### src/rtl/ws2812b_rx.sv
// WS2812B single-wire receiver: measures high-pulse widths, decodes MSB-first
// 24-bit pixels onto a valid/ready output and flags latch gaps as frame ends.
module ws2812b_rx #(
    parameter int CLOCK_MHZ  = 64,
    parameter int THRESH_NS  = 600,
    parameter int GLITCH_NS  = 100,
    parameter int MAXHIGH_NS = 5000,
    parameter int LATCH_US   = 50
) (
    input  logic        clk,
    input  logic        rst_n,
    input  logic        din,
    output logic [23:0] data_out,
    output logic        valid,
    input  logic        ready,
    output logic        frame_end,
    output logic [3:0]  err,
    input  logic        clear_err
);

    localparam logic [15:0] THRESH_CYC  = 16'(CLOCK_MHZ * THRESH_NS / 1000);
    localparam logic [15:0] GLITCH_CYC  = 16'(CLOCK_MHZ * GLITCH_NS / 1000);
    localparam logic [15:0] MAXHIGH_CYC = 16'(CLOCK_MHZ * MAXHIGH_NS / 1000);
    localparam logic [15:0] LATCH_CYC   = 16'(CLOCK_MHZ * LATCH_US);

    typedef enum logic [1:0] {IDLE, HIGH, LOW, STUCK} state_t;

    state_t      state, next_state;
    logic        din_meta, s, s_prev;
    logic        rise, fall;
    logic [15:0] hi_cnt, lo_cnt;
    logic [23:0] sr;
    logic [4:0]  bitcnt;
    logic        armed;
    logic        pend;
    logic        hi_load, hi_inc, lo_load, lo_inc;
    logic        eval, stuck_hit, frame_chk;
    logic        glitch, bit_val;
    logic [3:0]  err_set;

    assign rise    = s & ~s_prev;
    assign fall    = ~s & s_prev;
    assign glitch  = hi_cnt < GLITCH_CYC;
    assign bit_val = hi_cnt >= THRESH_CYC;

    always_ff @(posedge clk or negedge rst_n) begin
        if (!rst_n) begin
            din_meta <= 1'b0;
            s        <= 1'b0;
            s_prev   <= 1'b0;
            state    <= IDLE;
        end else begin
            din_meta <= din;
            s        <= din_meta;
            s_prev   <= s;
            state    <= next_state;
        end
    end

    always_comb begin
        next_state = state;
        hi_load    = 1'b0;
        hi_inc     = 1'b0;
        lo_load    = 1'b0;
        lo_inc     = 1'b0;
        eval       = 1'b0;
        stuck_hit  = 1'b0;
        frame_chk  = 1'b0;
        case (state)
            IDLE: begin
                lo_inc = 1'b1;
                if (rise) begin
                    hi_load    = 1'b1;
                    next_state = HIGH;
                end
            end
            HIGH: begin
                if (fall) begin
                    eval       = 1'b1;
                    lo_load    = 1'b1;
                    next_state = LOW;
                end else if (hi_cnt > MAXHIGH_CYC) begin
                    stuck_hit  = 1'b1;
                    next_state = STUCK;
                end else begin
                    hi_inc = 1'b1;
                end
            end
            LOW: begin
                if (rise) begin
                    hi_load    = 1'b1;
                    next_state = HIGH;
                end else if (lo_cnt == LATCH_CYC) begin
                    frame_chk  = 1'b1;
                    next_state = IDLE;
                end else begin
                    lo_inc = 1'b1;
                end
            end
            STUCK: begin
                // The stuck pulse itself never decodes into a bit.
                if (fall) begin
                    lo_load    = 1'b1;
                    next_state = LOW;
                end
            end
            default: next_state = IDLE;
        endcase
    end

    always_comb begin
        err_set    = 4'b0000;
        err_set[0] = eval && glitch;
        err_set[1] = stuck_hit;
        err_set[2] = pend && valid && !ready;
        err_set[3] = frame_chk && armed && (bitcnt != 5'd0);
    end

    always_ff @(posedge clk or negedge rst_n) begin
        if (!rst_n) begin
            hi_cnt    <= 16'd0;
            lo_cnt    <= 16'd0;
            sr        <= 24'd0;
            bitcnt    <= 5'd0;
            armed     <= 1'b0;
            pend      <= 1'b0;
            data_out  <= 24'd0;
            valid     <= 1'b0;
            frame_end <= 1'b0;
            err       <= 4'b0000;
        end else begin
            if (hi_load)
                hi_cnt <= 16'd1;
            else if (hi_inc && hi_cnt != 16'hFFFF)
                hi_cnt <= hi_cnt + 16'd1;

            if (lo_load)
                lo_cnt <= 16'd1;
            else if (lo_inc && lo_cnt != 16'hFFFF)
                lo_cnt <= lo_cnt + 16'd1;

            pend      <= 1'b0;
            frame_end <= 1'b0;
            // A set in the same cycle as clear_err survives the clear.
            err       <= (clear_err ? 4'b0000 : err) | err_set;

            if (eval && !glitch) begin
                sr    <= {sr[22:0], bit_val};
                armed <= 1'b1;
                if (bitcnt == 5'd23) begin
                    pend   <= 1'b1;
                    bitcnt <= 5'd0;
                end else begin
                    bitcnt <= bitcnt + 5'd1;
                end
            end

            if (stuck_hit)
                bitcnt <= 5'd0;

            if (frame_chk && armed) begin
                frame_end <= 1'b1;
                armed     <= 1'b0;
                bitcnt    <= 5'd0;
            end

            // sr still holds the completed pixel: no bit can arrive one cycle after a fall.
            if (pend && !(valid && !ready)) begin
                data_out <= sr;
                valid    <= 1'b1;
            end else if (valid && ready) begin
                valid <= 1'b0;
            end
        end
    end

endmodule

### config.mk
export PLATFORM = sky130hd
export DESIGN_NAME = ws2812b_rx
export DESIGN_NICKNAME = d
export VERILOG_FILES = /design/src/rtl/ws2812b_rx.sv
export SDC_FILE = /design/constraint.sdc
export NUM_CORES = 1
export LEC_CHECK = 0
export ABC_AREA = 1
export BUFFER_PORTS_ARGS = -buffer_cell sky130_fd_sc_hd__buf_2
export CELL_PAD_IN_SITES_DETAIL_PLACEMENT = 1
export CELL_PAD_IN_SITES_GLOBAL_PLACEMENT = 1
export CORE_ASPECT_RATIO = 1.2
export CORE_MARGIN = 4
export CORE_UTILIZATION = 45
export DETAILED_ROUTE_END_ITERATION = 8
export HOLD_SLACK_MARGIN = 0.05
export PLACE_DENSITY = 0.79
export RECOVER_POWER = 100
export SLEW_MARGIN = 10
export SYNTH_ARGS = -nofsm -noshare
export SYNTH_HDL_FRONTEND = slang
export SYNTH_SLANG_ARGS = --single-unit
### constraint.sdc
create_clock -name clk -period 2.05 [get_ports clk]
set_input_delay 0.1025 -clock clk [delete_from_list [all_inputs] [get_ports clk]]
set_output_delay 0.1025 -clock clk [all_outputs]
set_load 0.02 [all_outputs]
Yosys cells after proc, flatten, opt, wreduce, memory -nomap -nowiden
Cells that the tools add are included.
Word-level totals
  output and inout bits: 30
  register bits after elaboration: 98
  logic and storage cells: 100
Cells by class
  reductions and logical operators: 24
  $lt $le $gt $ge: 3
  add/subtract/negate cells: 3
  bitwise gates (word level): 5
  muxes and demuxes: 40
  equal/unequal tests: 11
Operators by type and width (number)
  2-to-1 mux 16 bit: 4
  adder 16 x 1 -> 16 bit (second input constant): 2
  inequality test 16 bit (second input constant): 2
  2-to-1 mux 1 bit: 23
  2-to-1 mux 5 bit: 4
  equality test 16 x 12 -> 1 bit (second input constant): 1
  >= comparator 16 x 6 -> 1 bit (second input constant): 1
  greater-than comparator 16 x 9 -> 1 bit (second input constant): 1
  less-than comparator 16 x 3 -> 1 bit (second input constant): 1
  2-to-1 mux 2 bit: 6
  logical AND 1 bit: 11
  case mux 2 bit (4 select lines): 1
  nonzero test 2 bit: 4
  inequality test 3 bit (second input constant): 2
  adder 5 x 1 -> 5 bit (second input constant): 1
  equality test 5 bit (second input constant): 1
  nonzero test 5 bit: 1
  equality test 2 bit (second input constant): 2
  2-to-1 mux 4 bit: 1
  inequality test 2 bit (second input constant): 2
  OR 4 bit: 1
  AND reduction 4 bit: 1
  OR reduction 2 bit: 2
  logical NOT 1 bit: 3
  6 further kinds: 8

Depth between registers and ports, before layout
  depth after elaboration: 8
  mapped depth: 11
  mapped depth without buffers: 11

Worst setup path before layout
No wires, ideal clock.
  path type: register to register
  start point: register lo_cnt[0]
  end point: register lo_cnt[2]
  path buffers: 1
  data required time: 1.932 ns
  cell stages (with the launch flop): 8
  arrival: 1.298 ns
  library setup time: 0.118 ns
  slack: 0.634 ns
  period minus slack after synthesis: 1.416 ns
  path through: dfrtp_1 -> ha_1 -> nand2_1 -> nor2_4 -> nand4_1 -> buf_2 -> nand4_1 -> nand2_1
Between the ends
  cells in the longest elaborated chain, start to end: 6
  elaborated cells between the ends (all ways): 10
RTL lines
  start: declaration: line 31  | logic [15:0] hi_cnt, lo_cnt;
  start signal: assignment: line 140  | lo_cnt <= lo_cnt + 16'd1;
  branches (longest 6 deep; another with adder 16 x 1 -> 16 bit)
Parallel ways; which one is timed is not known. The select of a mux whose other input is x is not followed.
A chain may end at the register's enable or synchronous reset.

Final worst setup path
  start point: register hi_cnt[6]
  end point: register bitcnt[1]
Between the ends
  cells in the longest elaborated chain, start to end: 6
  elaborated cells between the ends (all ways): 10
RTL lines
  start: declaration: line 31
  start signal: assignment: line 135  | hi_cnt <= hi_cnt + 16'd1;
  greater-than comparator 16 x 9 -> 1 bit: line 82  | end else if (hi_cnt > MAXHIGH_CYC) begin
  2-to-1 mux 1 bit: line 82
  2-to-1 mux 1 bit: line 78  | if (fall) begin
  2-to-1 mux 1 bit: line 69  | case (state)
  2-to-1 mux 5 bit: line 158  | if (stuck_hit)
  2-to-1 mux 5 bit: line 161  | if (frame_chk && armed) begin
  end signal: assignment: line 154  | bitcnt <= bitcnt + 5'd1;
  end: declaration: line 33  | logic [4:0] bitcnt;
Several ways; a longest one is shown, not always the timed one.

==> metrics.cfg <==
[status]
status = finished, final reports clean

[synth]
synth.cell_area_sq_um = 4630
synth_area_per_cell_sq_um = 8.12
yosysWarnings = 0
seq_area_frac_synth = 0.530
yosysUniqueCellTypes = 29
syn_inst = 570
ys_seq_elements = 98
syn_nets = 580

[final_layout]
multi_input_area_sq_um = 1780
num-fill-cells = 1270
drive_above_1_share = 0.0703
n_antenna_cell = 0
final_common_cell = nand2_1
seq_area_sq_um = 2450
stdcell_count = 738
syn_to_final_growth_pct = 13.3
stdcell_area_sq_um = 5250
finalNetCount = 617
most-common-layout-cells = 156 x nand2_1, 98 x dfrtp_1, 72 x inv_1, 53 x nand3_1, 51 x o21ai_0

[placement]
hpwlAfterDp_um = 7410
place_ws_ns = 0.348
io_buffers = 34
placed_area_sq_um = 4930
place_congestion = 0.873
placedCellCount = 718

[detailed_routing]
drt-total-wl_um = 10500
drt-initial-drc-count = 156
drt_first_pass_iters = 4
ant_nets = 0
drt-vias-per-instance = 5.12
vias = 3775
wl_per_cell_um = 14.2
drc = 0

[setup_path]
critPathLaunchType = flop
worstPathRequired_ns = 2.33
path_max_fanout = 25
r2r_slack_ns = 0.31
criticalPathCategory = flop to flop
r2r_cells = 8
crit_path_end_kind = flop
crit_arrival_ns = 2.01

[timing]
period_share = 0.846
finalCriticalPeriod_ns = 1.74
max_freq_ghz = 0.576
tightest_slew_ns = 1.34
fin_setup_tns_ns = 0
rsz0062_at_grt = no
fin_skew_ns = 0.00751
slew_violations = 0
setup_violations = 0
setup_ws_ns = 0.315
hold_violations = 0
timing.slew.headroom = 0.106

[cts]
cts_buffer_depth = 2
cts_resized = 0
clk_pin_slew_ns = 0.07
clock-sinks = 98
insertion_delay_ns = 0.34
numCtsBuffers = 9
tritoncts = done
root_buffer = clkbuf_16
htree_levels = 3

[power_and_ir_drop]
finalPower_mw = 4.96
peakVddDrop_v = 0.000411
leakage_nw = 2.61
power.density_nw_per_um2 = 945

[floorplan]
die_x_um = 101
dieArea_sq_um = 12000
num_rows = 40
io_pins = 35
die_h_um = 119
core_sq_um = 10100
initial_core_util = 0.460

[flow_run]
drv_cap = 0

[hold_path]
min_path_cells = 0
hold_path.class = flop to flop

[global_routing]
grt_usage = 0.189
gr-total-overflow = 0
antenna_found_initial = 0
grt_pass1_vias = 3939
grt_pass1_wl_um = 18500
grt_max_degree = 99

==> worst max-delay path, cell delays in order, from the launching register on <==
cell and delay (ns):
dfrtp_1 0.47, nor2_1 0.22, nand3_1 0.11, nor2_1 0.11, nand2_1 0.08, nand2_1 0.18
buf_4 0.29, nand4_1 0.13, nand2_1 0.08
==> sequential cells by signal, indices dropped and copies added, names as in the netlist <==
| register | cells |
|---|---|
| armed | 1 |
| bitcnt | 5 |
| data_out | 24 |
| din_meta | 1 |
| err | 4 |
| frame_end | 1 |
| hi_cnt | 16 |
| lo_cnt | 16 |
| pend | 1 |
| s | 1 |
| s_prev | 1 |
| sr | 24 |
| state | 2 |
| valid | 1 |
==> power breakdown <==
part           switching (mW)  internal, mW  total [mW]  leakage, nW
clock network           0.775          1.09        1.87        0.164
registers               0.143          2.05        2.20         1.35
logic                   0.621         0.273       0.894         1.10
total                    1.54          3.42        4.96         2.61
==> final timing paths <==
check / from / to
min: din_meta$_DFF_PN0_ / s$_DFF_PN0_
min reg2reg: din_meta$_DFF_PN0_ / s$_DFF_PN0_
max in group asynchronous: rst_n / data_out[10]$_DFFE_PN0P_
max: hi_cnt[6]$_DFFE_PN0P_ / bitcnt[1]$_DFFE_PN0P_
max reg2reg: hi_cnt[6]$_DFFE_PN0P_ / bitcnt[1]$_DFFE_PN0P_
min in group asynchronous: rst_n / hi_cnt[1]$_DFFE_PN0P_
==> per-stage QoR <==
step | util | hold WS, ns
floorplan | - | -0.193
global placement | 0.491 | 0.206
detailed placement | 0.491 | 0.207
CTS | 0.528 | 0.364
global route | 0.521 | 0.374
finish | 0.521 | 0.361
==> routing by layer <==
metal	share of wire	global-route usage	routed length (um)	vias up
li1	-	-	-	1884
met1	0.44	0.234	4610	1840
met2	0.52	0.329	5470	39
met3	0.026	0.0316	274	12
met4	0.014	0.0657	142	0
met5	0	0	0	-
==> synth_stat cells <==
| library cell | number | area, sq um |
|---|---|---|
| buf_2 | 10 | 50.1 |
| nor2_2 | 3 | 18.8 |
| mux2_2 | 1 | 11.3 |
| nand2_1 | 155 | 582 |
| clkinv_1 | 1 | 3.75 |
| nor2_4 | 2 | 22.5 |
| nand4_1 | 22 | 138 |
| o22ai_1 | 2 | 12.5 |
| xor2_1 | 14 | 123 |
| nand3_1 | 53 | 265 |
| dfrtp_1 | 98 | 2450 |
| clkbuf_1 | 7 | 26.3 |
| nor3_1 | 3 | 15.0 |
| a21oi_1 | 3 | 15.0 |
| nor2_1 | 47 | 176 |
| buf_4 | 2 | 15.0 |
| nand2_4 | 1 | 11.3 |
| inv_1 | 70 | 263 |
| o21ai_0 | 30 | 150 |
| nor3_2 | 1 | 10.0 |
| inv_2 | 6 | 22.5 |
| nand3b_1 | 1 | 7.51 |
| buf_6 | 1 | 11.3 |
| o21ai_1 | 25 | 125 |
| ha_1 | 5 | 62.6 |
| or2_2 | 1 | 6.26 |
| buf_1 | 1 | 3.75 |
| nand2_2 | 4 | 25.0 |
| a31oi_1 | 1 | 6.26 |
==> kinds of logic (layout without fill, tap and decap cells) <==
family | after synthesis | after routing | share of synthesized area
AOI/OAI and AO/OA | 61 | 61 | 0.0667
and+or+nand+nor | 293 | 293 | 0.276
muxes | 1 | 1 | 0.00243
DFF | 98 | 98 | 0.530
buffers and inverters | 98 | 140 | 0.0854
adders and majority gates | 5 | 5 | 0.0135
xor gates and xnor gates | 14 | 14 | 0.0265
==> repair_timing <==
item,in CTS,in global routing
hold buffers,4,0
setup buffers,0,0
hold endpoints to repair,104,0
==> cell type report <==
class / instances / area share
flip-flops and latches: 98 / 0.468
multi-input cells: 374 / 0.339
inverters: 77 / 0.0551
repair buffers: 47 / 0.0446
clock buffers: 9 / 0.0429
well taps: 126 / 0.0301
clock inverters: 7 / 0.0208
Power figures use the tool's default switching activity.
